File: src/rtl/oc8051_iram_bist_ctrl_pkg.sv
`default_nettype none
// ============================================================================
//  Module   : oc8051_bist_pkg
//  Purpose  : Shared types and constants for the IRAM march-test BIST
//             controller: FSM state encoding, march element codes, data
//             width and the default background pattern.
//  Ports    : none (package)
//  Revision : 1.0  initial release
// ============================================================================
package oc8051_bist_pkg;

    localparam int DATA_W = 8;

    typedef enum logic [3:0] {
        ST_IDLE  = 4'd0,
        ST_M0    = 4'd1,
        ST_M1R   = 4'd2,
        ST_M1W   = 4'd3,
        ST_M2R   = 4'd4,
        ST_M2W   = 4'd5,
        ST_M3    = 4'd6,
        ST_DRAIN = 4'd7,
        ST_DONE  = 4'd8
    } bist_state_t;

    localparam logic [1:0] E_M0 = 2'd0;
    localparam logic [1:0] E_M1 = 2'd1;
    localparam logic [1:0] E_M2 = 2'd2;
    localparam logic [1:0] E_M3 = 2'd3;

    localparam logic [DATA_W-1:0] BG_DEFAULT = 8'h55;

endpackage
`default_nettype wire

File: src/rtl/oc8051_iram_bist_ctrl_if.sv
`default_nettype none
// ============================================================================
//  Module   : oc8051_iram_bist_ctrl_if
//  Purpose  : Bundles the core-side IRAM request port and the RAM-side drive
//             port seen by the BIST controller.
//  Ports    : core_rd_addr/core_rd_en/core_wr_addr/core_wr_data/core_wr
//             (core requests), core_stall (stall back to core),
//             ram_rd_addr/ram_rd_en/ram_wr_addr/ram_wr_data/ram_wr/ram_wr_en
//             (RAM drives), ram_rd_data (RAM read return, 1-cycle latency).
//             master = controller side, slave = core + RAM side.
//  Revision : 1.0  initial release
// ============================================================================
interface oc8051_iram_bist_ctrl_if;
    import oc8051_bist_pkg::*;

    logic [DATA_W-1:0] core_rd_addr;
    logic              core_rd_en;
    logic [DATA_W-1:0] core_wr_addr;
    logic [DATA_W-1:0] core_wr_data;
    logic              core_wr;
    logic              core_stall;

    logic [DATA_W-1:0] ram_rd_addr;
    logic              ram_rd_en;
    logic [DATA_W-1:0] ram_wr_addr;
    logic [DATA_W-1:0] ram_wr_data;
    logic              ram_wr;
    logic              ram_wr_en;
    logic [DATA_W-1:0] ram_rd_data;

    modport master (
        input  core_rd_addr, core_rd_en, core_wr_addr, core_wr_data, core_wr,
        input  ram_rd_data,
        output core_stall,
        output ram_rd_addr, ram_rd_en, ram_wr_addr, ram_wr_data, ram_wr, ram_wr_en
    );

    modport slave (
        output core_rd_addr, core_rd_en, core_wr_addr, core_wr_data, core_wr,
        output ram_rd_data,
        input  core_stall,
        input  ram_rd_addr, ram_rd_en, ram_wr_addr, ram_wr_data, ram_wr, ram_wr_en
    );

endinterface
`default_nettype wire

File: src/rtl/oc8051_iram_bist_ctrl_addr_gen.sv
`default_nettype none
// ============================================================================
//  Module   : oc8051_bist_addr_gen
//  Purpose  : AW-bit up/down march address counter. Loads 0 or the top
//             address, steps in the selected direction, and flags the last
//             address of the current direction (N-1 going up, 0 going down).
//  Ports    : clk, rst, load_zero, load_max, step, dir_up (controls),
//             addr (current address), at_end (last address reached).
//  Revision : 1.0  initial release
// ============================================================================
module oc8051_bist_addr_gen #(
    parameter int AW = 4
) (
    input  logic          clk,
    input  logic          rst,
    input  logic          load_zero,
    input  logic          load_max,
    input  logic          step,
    input  logic          dir_up,
    output logic [AW-1:0] addr,
    output logic          at_end
);

    localparam logic [AW-1:0] ADDR_MAX = '1;

    logic [AW-1:0] r_addr;

    always_ff @(posedge clk) begin
        if (rst) begin
            r_addr <= '0;
        end else if (load_zero) begin
            r_addr <= '0;
        end else if (load_max) begin
            r_addr <= ADDR_MAX;
        end else if (step) begin
            r_addr <= dir_up ? (r_addr + 1'b1) : (r_addr - 1'b1);
        end
    end

    assign addr   = r_addr;
    assign at_end = dir_up ? (r_addr == ADDR_MAX) : (r_addr == '0);

endmodule
`default_nettype wire

File: src/rtl/oc8051_iram_bist_ctrl.sv
`default_nettype none
// ============================================================================
//  Module   : oc8051_iram_bist_ctrl
//  Purpose  : March-test BIST controller and port arbiter for the 8051
//             internal RAM. Passes core accesses through when idle; on start
//             takes the RAM, stalls the core and runs a 4-element march
//             (w0 ; up r0 w1 ; down r1 w0 ; up r0) over 2^AW words, then
//             reports pass/fail with the first failing address/data/element.
//  Ports    : clk, rst (sync, active-high), start (run pulse),
//             bus (core/RAM interface, master side),
//             busy, done, fail, fail_addr, fail_data, fail_elem (status).
//  Revision : 1.0  initial release
// ============================================================================
module oc8051_iram_bist_ctrl
    import oc8051_bist_pkg::*;
#(
    parameter int                AW = 4,
    parameter logic [DATA_W-1:0] BG = BG_DEFAULT
) (
    input  logic                   clk,
    input  logic                   rst,
    input  logic                   start,
    oc8051_iram_bist_ctrl_if.master bus,
    output logic                   busy,
    output logic                   done,
    output logic                   fail,
    output logic [AW-1:0]          fail_addr,
    output logic [DATA_W-1:0]      fail_data,
    output logic [1:0]             fail_elem
);

    bist_state_t       r_state;
    bist_state_t       w_next;

    logic [AW-1:0]     w_addr;
    logic              w_at_end;
    logic              w_ld_zero;
    logic              w_ld_max;
    logic              w_step;
    logic              w_dir_up;

    logic              w_busy;
    logic              w_start_ok;
    logic              w_bist_rd;
    logic              w_bist_wr;
    logic [DATA_W-1:0] w_bist_wdata;
    logic [DATA_W-1:0] w_chk_exp;
    logic [1:0]        w_chk_elem;

    // Compare stage: a BIST read issued this cycle is checked next cycle,
    // when the RAM's registered read data is valid.
    logic              r_chk_vld;
    logic [AW-1:0]     r_chk_addr;
    logic [DATA_W-1:0] r_chk_exp;
    logic [1:0]        r_chk_elem;

    logic              r_fail;
    logic [AW-1:0]     r_fail_addr;
    logic [DATA_W-1:0] r_fail_data;
    logic [1:0]        r_fail_elem;

    assign w_busy     = (r_state != ST_IDLE) && (r_state != ST_DONE);
    assign w_start_ok = start && !w_busy;

    oc8051_bist_addr_gen #(
        .AW (AW)
    ) u_addr_gen (
        .clk       (clk),
        .rst       (rst),
        .load_zero (w_ld_zero),
        .load_max  (w_ld_max),
        .step      (w_step),
        .dir_up    (w_dir_up),
        .addr      (w_addr),
        .at_end    (w_at_end)
    );

    // ---------------------------------------------------------------- state
    always_ff @(posedge clk) begin
        if (rst) begin
            r_state <= ST_IDLE;
        end else begin
            r_state <= w_next;
        end
    end

    // ----------------------------------------------------------- next state
    always_comb begin
        w_next = r_state;
        case (r_state)
            ST_IDLE, ST_DONE: if (start)    w_next = ST_M0;
            ST_M0:            if (w_at_end) w_next = ST_M1R;
            ST_M1R:                         w_next = ST_M1W;
            ST_M1W:           w_next = w_at_end ? ST_M2R : ST_M1R;
            ST_M2R:                         w_next = ST_M2W;
            ST_M2W:           w_next = w_at_end ? ST_M3 : ST_M2R;
            ST_M3:            if (w_at_end) w_next = ST_DRAIN;
            ST_DRAIN:                       w_next = ST_DONE;
            default:                        w_next = ST_IDLE;
        endcase
    end

    // -------------------------------------------------------------- outputs
    always_comb begin
        w_ld_zero    = 1'b0;
        w_ld_max     = 1'b0;
        w_step       = 1'b0;
        w_dir_up     = 1'b1;
        w_bist_rd    = 1'b0;
        w_bist_wr    = 1'b0;
        w_bist_wdata = BG;
        w_chk_exp    = BG;
        w_chk_elem   = E_M0;
        case (r_state)
            ST_IDLE, ST_DONE: begin
                w_ld_zero = start;
            end
            ST_M0: begin
                w_bist_wr = 1'b1;
                w_ld_zero = w_at_end;
                w_step    = !w_at_end;
            end
            ST_M1R: begin
                w_bist_rd  = 1'b1;
                w_chk_exp  = BG;
                w_chk_elem = E_M1;
            end
            ST_M1W: begin
                w_bist_wr    = 1'b1;
                w_bist_wdata = ~BG;
                // Element 2 runs downward, so it starts from the top word.
                w_ld_max     = w_at_end;
                w_step       = !w_at_end;
            end
            ST_M2R: begin
                w_dir_up   = 1'b0;
                w_bist_rd  = 1'b1;
                w_chk_exp  = ~BG;
                w_chk_elem = E_M2;
            end
            ST_M2W: begin
                w_dir_up  = 1'b0;
                w_bist_wr = 1'b1;
                w_ld_zero = w_at_end;
                w_step    = !w_at_end;
            end
            ST_M3: begin
                w_bist_rd  = 1'b1;
                w_chk_exp  = BG;
                w_chk_elem = E_M3;
                w_step     = !w_at_end;
            end
            default: begin
            end
        endcase
    end

    // Port arbitration: core owns the RAM unless a run is in progress.
    always_comb begin
        bus.core_stall = w_busy;
        if (w_busy) begin
            bus.ram_rd_addr = DATA_W'(w_addr);
            bus.ram_rd_en   = w_bist_rd;
            bus.ram_wr_addr = DATA_W'(w_addr);
            bus.ram_wr_data = w_bist_wdata;
            bus.ram_wr      = w_bist_wr;
            bus.ram_wr_en   = w_bist_wr;
        end else begin
            bus.ram_rd_addr = bus.core_rd_addr;
            bus.ram_rd_en   = bus.core_rd_en;
            bus.ram_wr_addr = bus.core_wr_addr;
            bus.ram_wr_data = bus.core_wr_data;
            bus.ram_wr      = bus.core_wr;
            bus.ram_wr_en   = bus.core_wr;
        end
    end

    assign busy = w_busy;
    assign done = (r_state == ST_DONE);

    // ------------------------------------------------------ compare/capture
    always_ff @(posedge clk) begin
        if (rst) begin
            r_chk_vld  <= 1'b0;
            r_chk_addr <= '0;
            r_chk_exp  <= '0;
            r_chk_elem <= '0;
        end else begin
            r_chk_vld  <= w_busy && w_bist_rd;
            r_chk_addr <= w_addr;
            r_chk_exp  <= w_chk_exp;
            r_chk_elem <= w_chk_elem;
        end
    end

    always_ff @(posedge clk) begin
        if (rst || w_start_ok) begin
            r_fail      <= 1'b0;
            r_fail_addr <= '0;
            r_fail_data <= '0;
            r_fail_elem <= '0;
        end else if (r_chk_vld && (bus.ram_rd_data != r_chk_exp)) begin
            r_fail <= 1'b1;
            // Only the first miscompare of a run is recorded.
            if (!r_fail) begin
                r_fail_addr <= r_chk_addr;
                r_fail_data <= bus.ram_rd_data;
                r_fail_elem <= r_chk_elem;
            end
        end
    end

    assign fail      = r_fail;
    assign fail_addr = r_fail_addr;
    assign fail_data = r_fail_data;
    assign fail_elem = r_fail_elem;

endmodule
`default_nettype wire

File: src/flat_wrapper.sv
// flat-port wrapper written by rule: the top's interface ports become plain ports
module oc8051_iram_bist_ctrl_flat import oc8051_bist_pkg::*;
#(
    parameter int                AW = 4,
    parameter logic [DATA_W-1:0] BG = BG_DEFAULT
)
  (clk, rst, start, busy, done, fail, fail_addr, fail_data, fail_elem, bus_core_rd_addr, bus_core_rd_en, bus_core_wr_addr, bus_core_wr_data, bus_core_wr, bus_ram_rd_data, bus_core_stall, bus_ram_rd_addr, bus_ram_rd_en, bus_ram_wr_addr, bus_ram_wr_data, bus_ram_wr, bus_ram_wr_en);
  oc8051_iram_bist_ctrl_if bus_i ();
  input  logic clk;
  input  logic rst;
  input  logic start;
  output logic busy;
  output logic done;
  output logic fail;
  output logic [AW-1:0] fail_addr;
  output logic [DATA_W-1:0] fail_data;
  output logic [1:0] fail_elem;
  input wire logic [$bits(bus_i.core_rd_addr)-1:0] bus_core_rd_addr;
  input wire logic [$bits(bus_i.core_rd_en)-1:0] bus_core_rd_en;
  input wire logic [$bits(bus_i.core_wr_addr)-1:0] bus_core_wr_addr;
  input wire logic [$bits(bus_i.core_wr_data)-1:0] bus_core_wr_data;
  input wire logic [$bits(bus_i.core_wr)-1:0] bus_core_wr;
  input wire logic [$bits(bus_i.ram_rd_data)-1:0] bus_ram_rd_data;
  output wire logic [$bits(bus_i.core_stall)-1:0] bus_core_stall;
  output wire logic [$bits(bus_i.ram_rd_addr)-1:0] bus_ram_rd_addr;
  output wire logic [$bits(bus_i.ram_rd_en)-1:0] bus_ram_rd_en;
  output wire logic [$bits(bus_i.ram_wr_addr)-1:0] bus_ram_wr_addr;
  output wire logic [$bits(bus_i.ram_wr_data)-1:0] bus_ram_wr_data;
  output wire logic [$bits(bus_i.ram_wr)-1:0] bus_ram_wr;
  output wire logic [$bits(bus_i.ram_wr_en)-1:0] bus_ram_wr_en;
  assign bus_i.core_rd_addr = bus_core_rd_addr;
  assign bus_i.core_rd_en = bus_core_rd_en;
  assign bus_i.core_wr_addr = bus_core_wr_addr;
  assign bus_i.core_wr_data = bus_core_wr_data;
  assign bus_i.core_wr = bus_core_wr;
  assign bus_i.ram_rd_data = bus_ram_rd_data;
  assign bus_core_stall = bus_i.core_stall;
  assign bus_ram_rd_addr = bus_i.ram_rd_addr;
  assign bus_ram_rd_en = bus_i.ram_rd_en;
  assign bus_ram_wr_addr = bus_i.ram_wr_addr;
  assign bus_ram_wr_data = bus_i.ram_wr_data;
  assign bus_ram_wr = bus_i.ram_wr;
  assign bus_ram_wr_en = bus_i.ram_wr_en;
  oc8051_iram_bist_ctrl #(.AW(AW), .BG(BG)) u_core (.clk(clk), .rst(rst), .start(start), .bus(bus_i), .busy(busy), .done(done), .fail(fail), .fail_addr(fail_addr), .fail_data(fail_data), .fail_elem(fail_elem));
endmodule
File: config.mk
export PLATFORM = sky130hd
export DESIGN_NAME = oc8051_iram_bist_ctrl_flat
export DESIGN_NICKNAME = d
export VERILOG_FILES = /design/src/rtl/oc8051_iram_bist_ctrl_pkg.sv /design/src/rtl/oc8051_iram_bist_ctrl_if.sv /design/src/rtl/oc8051_iram_bist_ctrl_addr_gen.sv /design/src/rtl/oc8051_iram_bist_ctrl.sv /design/src/flat_wrapper.sv
export SDC_FILE = /design/constraint.sdc
export NUM_CORES = 1
export LEC_CHECK = 0
export BUFFER_PORTS_ARGS = -buffer_cell sky130_fd_sc_hd__buf_2
export CAP_MARGIN = 10
export CORE_MARGIN = 2
export CORE_UTILIZATION = 41
export CTS_BUF_LIST = sky130_fd_sc_hd__clkbuf_16
export CTS_CLUSTER_DIAMETER = 40
export DETAILED_ROUTE_END_ITERATION = 8
export PLACE_DENSITY_LB_ADDON = 0.15
export SYNTH_ARGS = -nofsm -noshare
export SYNTH_HDL_FRONTEND = slang
export SYNTH_SLANG_ARGS = --single-unit
export TNS_END_PERCENT = 100
File: constraint.sdc
create_clock -name clk -period 2.01 [get_ports clk]
set_input_delay 0.201 -clock clk [delete_from_list [all_inputs] [get_ports clk]]
set_output_delay 0.201 -clock clk [all_outputs]
set_load 0.01 [all_outputs]
==> results of run 1 <==
==> stage by stage <==
| step | power, W | hold slack (ns) | setup TNS, ns | instance area (µm²) | util, % |
|---|---|---|---|---|---|
| 6_report | 0.00158 | 0.197 | 0 | 2320 | 58.1 |
| 5_1_grt | 0.00165 | 0.203 | -0.0347 | 2320 | 58.1 |
| 4_1_cts | 0.00160 | 0.190 | 0 | 2320 | 57.9 |
| 3_5_place_dp | 0.000918 | 0.455 | 0 | 2180 | 54.6 |
| 3_3_place_gp | 0.000917 | 0.447 | 0 | 2180 | 54.6 |
| 2_1_floorplan | 0.000806 | 0.348 | 0 | 1710 | - |
==> worst paths after layout <==
kind / depth (start not counted) / to / startpoint
min: 3 / u_core.fail_data[7] / bus_ram_rd_data[7]
max reg2reg: 7 / u_core.u_addr_gen.addr[3] / u_core.r_state[1]
max: 6 / bus_ram_wr / u_core.r_state[1]
min reg2reg: 2 / u_core.fail_addr[3] / u_core.r_chk_addr[3]
==> synthesized netlist by cell type, types with 3 or more instances <==
library cell and count:
nand4_1 3, clkbuf_1 9, nor3_1 5, nor2_1 24, a21oi_1 8, o21a_1 6, o21ai_0 3, nor2b_1 7
mux2i_1 16, and2_1 11, nand2_1 34, a21o_1 3, dfxtp_1 32
==> per-layer routing <==
layer	track usage, %	share of wire [%]	vias to the layer above
li1	-	-	855
met1	19.9	44	725
met2	30.5	47	75
met3	4.28	7.3	6
met4	9.50	2.0	0
met5	0	0	-
==> worst register-to-register path, stage by stage, from the launching register on <==
cell      delay, ns
dfxtp_1        0.33
nor3b_4        0.22
buf_4          0.18
ha_1           0.26
a21oi_1        0.24
xor2_1         0.17
a21boi_0       0.11
o21a_1         0.19
==> kinds of logic (layout without fill, tap and decap cells) <==
family	Yosys count	count (layout)	share of synthesized area [%]
AND/OR/NAND/NOR	98	98	28.5
flip-flops	32	32	37.6
AO/OA/AOI/OAI	31	31	13.2
multiplexers	18	18	12.1
buffers and inverters	16	100	4.48
adder cells (fa/ha/maj)	3	3	2.65
XOR/XNOR	3	3	1.54
==> cell type report <==
cell class / count / area share (%)
clock buffers: 5 / 5.39
clock inverters: 2 / 0.323
inverters: 3 / 0.539
multi-input cells: 153 / 43.1
flip-flops and latches: 32 / 27.6
well taps: 50 / 2.69
repair buffers: 90 / 20.4
==> registers in the layout (all words and copies together), names as in the netlist <==
| name | count |
|---|---|
| u_core.r_chk_elem | 2 |
| u_core.fail | 1 |
| u_core.fail_elem | 2 |
| u_core.r_chk_addr | 4 |
| u_core.u_addr_gen.addr | 4 |
| u_core.fail_data | 8 |
| u_core.r_chk_exp | 2 |
| u_core.fail_addr | 4 |
| u_core.r_state | 4 |
| u_core.r_chk_vld | 1 |
==> report_power, final <==
group          total [W]  switching [W]  leakage (nW)  internal (W)
clock           0.000677       0.000237        0.0648      0.000440
sequential      0.000657      0.0000125         0.259      0.000645
combinational   0.000246       0.000129         0.773      0.000116
==> repair_timing <==
item / CTS / global route
resized for setup: 1 / 1
setup endpoints to repair: 1 / 6
endpoints found under the hold margin: 0 / 0
hold buffers: 0 / 0
==> placed cells by master (no fill, tap or decap), types with 4 or more instances in the layout <==
cell / n
a21oi_1: 8
and2_1: 11
buf_2: 81
buf_4: 9
clkbuf_16: 5
dfxtp_1: 32
mux2i_1: 16
nand2_1: 34
nor2_1: 24
nor2b_1: 7
nor3_1: 4
o21a_1: 6
==> summary.md, run 1 <==
| Metric | Value |
|---|---|
| Mapped cell area | 0.00170 mm² |
| DR DRC count | 0 |
| Cts bufs inserted | 5 |
| WL final | 3890 µm |
| Skew final | 0.00301 ns |
| WP data required | 1.81 ns |
| Total GRT Usage | 17.7% |
| Slew Limit Fails | 0 |
| Crit-path leading delay family | buffers and inverters |
| CTS tree | done |
| CP endpoint kind | primary output |
| Total of max-cap violations | 0 |
| CTS root buf | clkbuf_16 |
| Post-Layout Cell Count | 335 |
| Synth warn | 0 |
| Reg area | 641 µm² |
| Critical path's most frequent cell | buf_4 |
| Area grow syn2layout | 36.5% |
| Die width | 68.4 µm |
| Setup violators final | 0 |
| Fmax | 523 MHz |
| Synth Register Bits | 32 |
| CORE AREA | 0.00400 mm² |
| Via count | 1,661 |
| Setup repair bufs after CTS | 0 |
| WP buf/inv | 3 |
| Synthesized Nets | 241 |
| Pwr per Cell Area | 680 mW/mm² |
| Ant diodes | 0 |
| Slew margin rel. | 38.9% |
| Place WS | 0.213 ns |
| Worst EP arrival | 1.71 ns |
| First-pass GRT wire length | 6130 µm |
| Starting Density | 42.5% |
| Most used DFF post-synth | dfxtp_1 |
| CP Max Fanout | 22 |
| R2r setup slk | 0.21 ns |
| Slowest cell on crit path | dfxtp_1 |
| Clock latency on the worst-skew pair | 0.27 ns |
| Cell taking the most area after synthesis | dfxtp_1 |
| Largest net degree at the start of global routing | 23 |
| Initial DRC Count | 23 |
| Clock sink count | 32 |
| Post-synthesis sequential area ratio | 37.6% |
| Worst Setup Path Type | reg2out |
| IO buf count | 81 |
| Wire per inst | 11.6 µm |
| Tmin final | 1.91 ns |
| RSZ-0062 raised after global routing | true |
| RD Place Congestion | 0.705 |
| Clock slew at reported path FFs | 0.05 ns |
| Initial antenna violation count | 0 |
| DR pass1 iterations | 4 |
| Nets@finish | 325 |
| Synth Area per Inst | 8.47 µm² |
| Syn Inst Count | 201 |
| Worst path cell trace | buf_4 -> nor3_2 -> buf_4 -> nand2_1 -> nand3_1 -> buf_2 |
| Final Hold Viols | 0 |
| Via-to-Cell Ratio | 4.96 |
| Number of global-route vias before repair | 1,458 |
| # IOs | 82 |
| Pleak | 1.10 nW |
| EDFF count, synth | 0 |
| Setup WS post-layout | 0.0964 ns |
| Fraction of layout cells with a size suffix above 1 | 36.5% |
| Status | complete, no violations |
| Synth area leaders | dfxtp_1 38%, mux2i_1 9.4%, nand2_1 7.5% |
| Yosys top cell area share | 37.6% |
| Fillers | 376 |
| Tcrit/Tclk final | 95.2% |
| Total grt overflow | 0 |
| Final ANT Viol Nets | 0 |
| CTS max path bufs | 2 |
| Total die area | 0.00468 mm² |
| Min-delay worst type | in2reg |
| Crit path launch type | register |
| Post-synthesis async set-or-reset flop share | 0% |
| VDD IR-drop max | 0.305 mV |
| Synth cell types | 42 |
| Standard-cell rows | 23 |
| Area of the multi-input gates | 0.00100 mm² |
| Chip height | 68.4 µm |
| Slowest stage delay, CP | 0.33 ns |
| Transition time of the tightest slew-check pin | 0.913 ns |
| Placed insts | 328 |
| CTS H-tree depth | 2 |
| Post-DP HPWL | 2910 µm |
(Power assumes the default switching activity.)
==> run 2: changes to the inputs <==
- ABC_AREA: default -> 1
- CORE_UTILIZATION: 41 -> 42
==> summary.md, run 2 <==
| Metric | Value |
|---|---|
| Commonest non-fill, non-tap cells in the layout | 81 x buf_2, 77 x nand2_1, 31 x nor2_1, 31 x dfxtp_1, 24 x a21oi_1 |
| # IOs | 82 (unchanged) |
| Most common cell after layout, fill and taps aside | buf_2 |
| Cell taking the most area after synthesis | dfxtp_1 |
| Skew final | 0.00337 ns (+0.000360 ns) |
| CTS max path bufs | 2 (unchanged) |
| Cts bufs inserted | 5 (unchanged) |
| Crit path launch type | register |
| Initial DRC Count | 60 (+160%) |
| Switching power | 0.00113 W (+200%) |
| Clock sink count | 32 (unchanged) |
| CTS root buf | clkbuf_16 |
| Area grow syn2layout | 32.7% |
| Total power | 0.00277 W (+75%) |
| Fin util | 57.7% (-0.34 points) |
| CORE AREA | 0.00397 mm² (-0.72%) |
| CP endpoint kind | primary output |
| Clock slew at reported path FFs | 0.05 ns (about the same) |
| CTS tree | done |
| Number of flip-flops in the largest register | 8 (unchanged) |
| Starting Density | 43.5% (+0.97 points) |
| Post-synthesis async set-or-reset flop share | 0% (unchanged) |
| Hold-critical path endpoint | u_core.fail_data[2] |
| Via-to-Cell Ratio | 4.89 (-1.4%) |
| Compound-gate portion of the synthesized area | 11.2% (-1.9 points) |
| DR pass1 iterations | 4 (unchanged) |
| Synth Area in Adders | 2.61% (-0.040 points) |
| Final ANT Viol Nets | 0 (unchanged) |
| Ant diodes | 0 (unchanged) |
| R2r setup slk | 0.30 ns (+0.09 ns) |
| WP data required | 1.81 ns (about the same) |
| Nets@finish | 380 (+17%) |
| Place WS | 0.306 ns (+0.0933 ns) |
| Top-count cell post-synth | nand2_1 |
| Switching fraction of total power | 40.9% (+17 points) |
| Top cells by count, synth | 77 x nand2_1, 32 x dfxtp_1, 31 x nor2_1 |
| CTS H-tree depth | 2 (unchanged) |
| Register-to-Register Path Depth | 10 (+3) |
| Fraction of layout cells with a size suffix above 1 | 32.0% (-4.5 points) |
| Synth area leaders | dfxtp_1 37%, nand2_1 17%, a21oi_1 7.0% |
| Setup WS post-layout | 0.187 ns (+0.0908 ns) |
| Via count | 1,912 (+15%) |
| Die width | 68.1 µm (-0.41%) |
| Clock network power share | 25.3% (-18 points) |
| Standard-cell rows | 23 (unchanged) |
| WL final | 4190 µm (+7.7%) |
| Pleak | 1.21 nW (+10%) |
| Slew Limit Fails | 0 (unchanged) |
| Tcrit/Tclk final | 90.7% (-4.5 points) |
| Synth Area per Inst | 6.62 µm² (-22%) |
| Seq pwr share | 28.7% (-13 points) |
| Yosys top cell area share | 37.1% (-0.57 points) |
| Min-delay worst type | in2reg |
| EDFF count, synth | 0 (unchanged) |
| Transition time of the tightest slew-check pin | 0.361 ns (-0.552 ns) |
| Number of global-route vias before repair | 1,623 (+11%) |
| Clock latency on the worst-skew pair | 0.28 ns (about the same) |
| RSZ-0062 raised after global routing | false |
| Hold path startpoint | bus_ram_rd_data[2] |
| Setup_tns | 0 ns (unchanged) |
| Gate power share | 46.0% (+30 points) |
| Most used DFF post-synth | dfxtp_1 |
| First-pass GRT wire length | 6710 µm (+9.3%) |
| Total die area | 0.00464 mm² (-0.82%) |
| VDD IR-drop max | 0.798 mV (+160%) |
| Multiplexer area fraction after synthesis | 0% (-12 points) |
| Hold_buf cts | 0 (unchanged) |
| Synth warn | 0 (unchanged) |
| Syn Inst Count | 261 (+30%) |
| Xor and xnor area share after synthesis | 0.507% (-1.0 points) |
| CP Max Fanout | 17 (-23%) |
| Worst EP arrival | 1.62 ns (-0.09 ns) |
| Setup violators final | 0 (unchanged) |
| Post-synthesis simple-gate area fraction | 37.5% (+9.1 points) |
| Setup repair bufs after CTS | 0 (unchanged) |
| Total grt overflow | 0 (unchanged) |
| Total GRT Usage | 19.3% (+1.6 points) |
| Synthesized Nets | 301 (+25%) |
| Placed insts | 383 (+17%) |
| Tmin final | 1.82 ns (-0.0908 ns) |
| DR DRC count | 0 (unchanged) |
| Critical R2R Launch | u_core.r_state[3] |
| Slew margin rel. | 75.8% (+37 points) |
| Internal power | 0.00164 W (+36%) |
| Final Hold Viols | 0 (unchanged) |
| Fmax | 549 MHz (+5.0%) |
| Total of max-cap violations | 0 (unchanged) |
| Reg2reg end | u_core.u_addr_gen.addr[3] |
| Post-DP HPWL | 3100 µm (+6.6%) |
| IO buf count | 81 (unchanged) |
| Largest net degree at the start of global routing | 18 (-22%) |
| RD Place Congestion | 0.863 (+22%) |
| Post-Layout Cell Count | 391 (+17%) |
| Synth Register Bits | 32 (unchanged) |
| Post-synthesis sequential area ratio | 37.1% (-0.57 points) |
| Status | complete, no violations |
| Pwr per Cell Area | 1210 mW/mm² (+78%) |
| Wire per inst | 10.7 µm (-7.7%) |
| Synth cell types | 30 (-29%) |
| Initial antenna violation count | 0 (unchanged) |
| Largest family of logic cells by synthesized area | simple AND/OR/NAND/NOR gates |
| Hold path depth | 3 (unchanged) |
| Mapped cell area | 0.00173 mm² (+1.5%) |
| Chip height | 68.1 µm (-0.41%) |
| Worst Setup Path Type | reg2out |
==> run 2: worst max-delay path: stages, from the launching register on <==
cell and delay [ns]:
dfxtp_1 0.47, nor2_1 0.13, nand2_1 0.16, clkinvlp_4 0.27, nand2_1 0.12, nand2_1 0.05
buf_2 0.15
==> run 2: final cells by class <==
class,count,area [µm²]
clock buffers,5,125
clock inverters,3,13.8
fillers,392,1680
inverters,28,110
multi-input cells,187,896
flip-flops and latches,32,642
well taps,50,62.6
repair buffers,86,443
==> run 2: logic make-up after synthesis <==
| logic type | Yosys count |
|---|---|
| and+or+nand+nor | 146 |
| buffers and inverters | 42 |
| AOI/OAI and AO/OA | 37 |
| DFF | 32 |
| adders and majority gates | 3 |
| xor gates and xnor gates | 1 |
==> run 2: how the worst max path moves through the flow <==
| stage | cells after the start | slack (ns) | to | start |
|---|---|---|---|---|
| floorplan | 10 | 0.45 | u_core.u_addr_gen.addr[3] | u_core.r_state[3] |
| global placement | 10 | 0.37 | u_core.u_addr_gen.addr[3] | u_core.r_state[3] |
| detailed placement | 10 | 0.31 | u_core.u_addr_gen.addr[3] | u_core.r_state[3] |
| CTS | 6 | 0.06 | bus_ram_rd_en | u_core.r_state[1] |
| global route | 6 | 0.01 | bus_ram_wr_data[0] | u_core.r_state[0] |
| finish | 6 | 0.19 | bus_ram_rd_en | u_core.r_state[0] |
==> run 2: power by group through the flow <==
| stage | registers [W] | clock network, W | logic (W) |
|---|---|---|---|
| finish | 0.000797 | 0.000701 | 0.00127 |
| CTS | 0.000796 | 0.000717 | 0.00128 |
| floorplan | 0.000762 | 0 | 0.000927 |
| detailed placement | 0.000807 | 0 | 0.00127 |
| global placement | 0.000806 | 0 | 0.00127 |
| global route | 0.000810 | 0.000744 | 0.00145 |
==> run 2: metal layers <==
layer  wire length (µm)  global-route usage, %
met1               1760                   21.5
met2               1950                   34.1
met3                388                   5.59
met4                 85                   8.25
met5                  0                      0
==> run 2: timing repair <==
action / in CTS / in global routing
endpoints found under the hold margin: 0 / 0
resized for setup: 0 / 2
endpoints found under the setup margin: 0 / 17
==> run 2: stage by stage <==
stage	instance area (µm²)	hold WS [ns]
final	2290	0.226
after global placement	2150	0.446
after floorplan	1730	0.273
after global routing	2290	0.227
after CTS	2290	0.221
after detailed placement	2150	0.452
==> run 3: changes to the inputs <==
- CELL_PAD_IN_SITES_DETAIL_PLACEMENT: default -> 0
- CELL_PAD_IN_SITES_GLOBAL_PLACEMENT: default -> 2
- CORE_UTILIZATION: 42 -> 21
==> summary.md, run 3 (synthesis results as in run 2) <==
| Metric | Value |
|---|---|
| CTS tree | done |
| Via-to-Cell Ratio | 4.18 (-15%) |
| Worst Setup Path Type | reg2out |
| VDD IR-drop max | 0.594 mV (-26%) |
| Area grow syn2layout | 38.1% |
| Slew Limit Fails | 0 (unchanged) |
| Place WS | 0.283 ns (-0.0228 ns) |
| Die width | 94.7 µm (+39%) |
| Chip height | 94.7 µm (+39%) |
| CTS root buf | clkbuf_16 |
| Hold_buf cts | 0 (unchanged) |
| Clock sink count | 32 (unchanged) |
| Clock latency on the worst-skew pair | 0.27 ns (about the same) |
| First-pass GRT wire length | 8330 µm (+24%) |
| Transition time of the tightest slew-check pin | 0.358 ns (-0.00264 ns) |
| Worst EP arrival | 1.64 ns (+0.02 ns) |
| Most common cell after layout, fill and taps aside | buf_2 |
| # IOs | 82 (unchanged) |
| Min-delay worst type | in2reg |
| DR DRC count | 0 (unchanged) |
| Total die area | 0.00897 mm² (+93%) |
| Crit-path leading delay family | buffers and inverters |
| Worst path cell trace | inv_1 -> nand2_1 -> buf_4 -> nor2_1 -> a31oi_1 -> buf_2 |
| Crit path launch type | register |
| RD Place Congestion | 0.750 (-13%) |
| CORE AREA | 0.00809 mm² (+100%) |
| Total GRT Usage | 11.9% (-7.5 points) |
| Pleak | 1.22 nW (+0.63%) |
| Nets@finish | 380 (unchanged) |
| Initial DRC Count | 75 (+25%) |
| Ant diodes | 0 (unchanged) |
| Slowest cell on crit path | dfxtp_1 |
| Starting Density | 21.4% (-22 points) |
| CP Max Fanout | 20 (+3) |
| Number of global-route vias before repair | 1,821 (+12%) |
| Status | complete, no violations |
| Via count | 1,863 (-2.6%) |
| Cts bufs inserted | 5 (unchanged) |
| RSZ-0062 raised after global routing | false |
| Tcrit/Tclk final | 91.6% (+0.92 points) |
| Standard-cell rows | 33 (+43%) |
| Commonest non-fill, non-tap cells in the layout | 81 x buf_2, 77 x nand2_1, 31 x nor2_1, 30 x dfxtp_1, 24 x a21oi_1 |
| CTS H-tree depth | 2 (unchanged) |
| DR pass1 iterations | 4 (unchanged) |
| Final Hold Viols | 0 (unchanged) |
| Clock slew at reported path FFs | 0.05 ns (about the same) |
| IO buf count | 81 (unchanged) |
| Initial antenna violation count | 0 (unchanged) |
| Total grt overflow | 0 (unchanged) |
| Setup_tns | 0 ns (unchanged) |
| Number of flip-flops in the largest register | 8 (unchanged) |
| Wire per inst | 11.4 µm (+6.2%) |
| Min Hold Slack | 0.217 ns (-0.00960 ns) |
| Slowest stage delay, CP | 0.46 ns (about the same) |
| CTS max path bufs | 2 (unchanged) |
| Placed insts | 438 (+14%) |
| Final ANT Viol Nets | 0 (unchanged) |
| Setup WS post-layout | 0.169 ns (-0.0185 ns) |
| Post-Layout Cell Count | 446 (+14%) |
| CP endpoint kind | primary output |
| Slew margin rel. | 76.0% (+0.18 points) |
| Pwr per Cell Area | 1230 mW/mm² (+1.8%) |
| WP buf/inv | 3 (+1) |
| Tmin final | 1.84 ns (+0.0185 ns) |
| Largest net degree at the start of global routing | 21 (+3) |
| Total of max-cap violations | 0 (unchanged) |
| Setup violators final | 0 (unchanged) |
| Fmax | 543 MHz (-1.0%) |
| Fraction of layout cells with a size suffix above 1 | 32.0% (unchanged) |
| Total power | 0.00294 W (+6.0%) |
| WL final | 5070 µm (+21%) |
| Post-DP HPWL | 3870 µm (+25%) |
| WP data required | 1.81 ns (about the same) |
| Skew final | 0.00295 ns (-0.000422 ns) |
run 3: area by class of cell:
cell class / count / area [µm²]
multi-input cells: 187 / 896
flip-flops and latches: 32 / 643
clock buffers: 5 / 125
clock inverters: 3 / 37.5
well taps: 105 / 131
repair buffers: 86 / 443
fillers: 965 / 5710
inverters: 28 / 110
run 3: report_power, final:
| group | total (W) | leakage [nW] | internal, W | switching [W] |
|---|---|---|---|---|
| Clock | 0.000840 | 0.0789 | 0.000575 | 0.000265 |
| Combinational | 0.00130 | 0.878 | 0.000473 | 0.000823 |
| Sequential | 0.000802 | 0.260 | 0.000708 | 0.0000942 |
| Total | 0.00294 | 1.22 | 0.00176 | 0.00118 |
run 3: path summary, 6_finish.rpt:
kind                                     startpoint                         to  slack [ns]  cells past startpoint
worst max-delay path              u_core.r_state[2]              bus_ram_wr_en        0.17                      6
worst min-delay path             bus_ram_rd_data[5]        u_core.fail_data[5]        0.22                      3
worst max register to register    u_core.r_state[3]  u_core.u_addr_gen.addr[3]        0.29                     10
worst min register to register  u_core.fail_data[5]        u_core.fail_data[5]        0.46                      2
run 3: repair_timing:
| action | CTS | global route |
|---|---|---|
| resized for setup | 0 | 3 |
| buffers inserted | 0 | 0 |
| endpoints found under the setup margin | 0 | 19 |
run 3: per-layer routing:
layer	share of wire [%]	global-route usage (%)	vias up	wire (µm)
met2	43	20.2	87	2190
li1	-	-	996	-
met5	0	0	-	0
met4	1.4	4.47	0	70
met3	8.9	3.03	5	453
met1	46	14.3	775	2360
run 3: worst min-delay path, cell delays in order:
cell and delay [ns]:
buf_2 0.10, nand4_1 0.08, a21oi_1 0.06
run 3: stage by stage:
step	util, %	instance area, µm²
global route	29.5	2390
finish	29.5	2390
floorplan	-	1730
CTS	29.4	2380
detailed placement	27.4	2220
global placement	27.4	2220
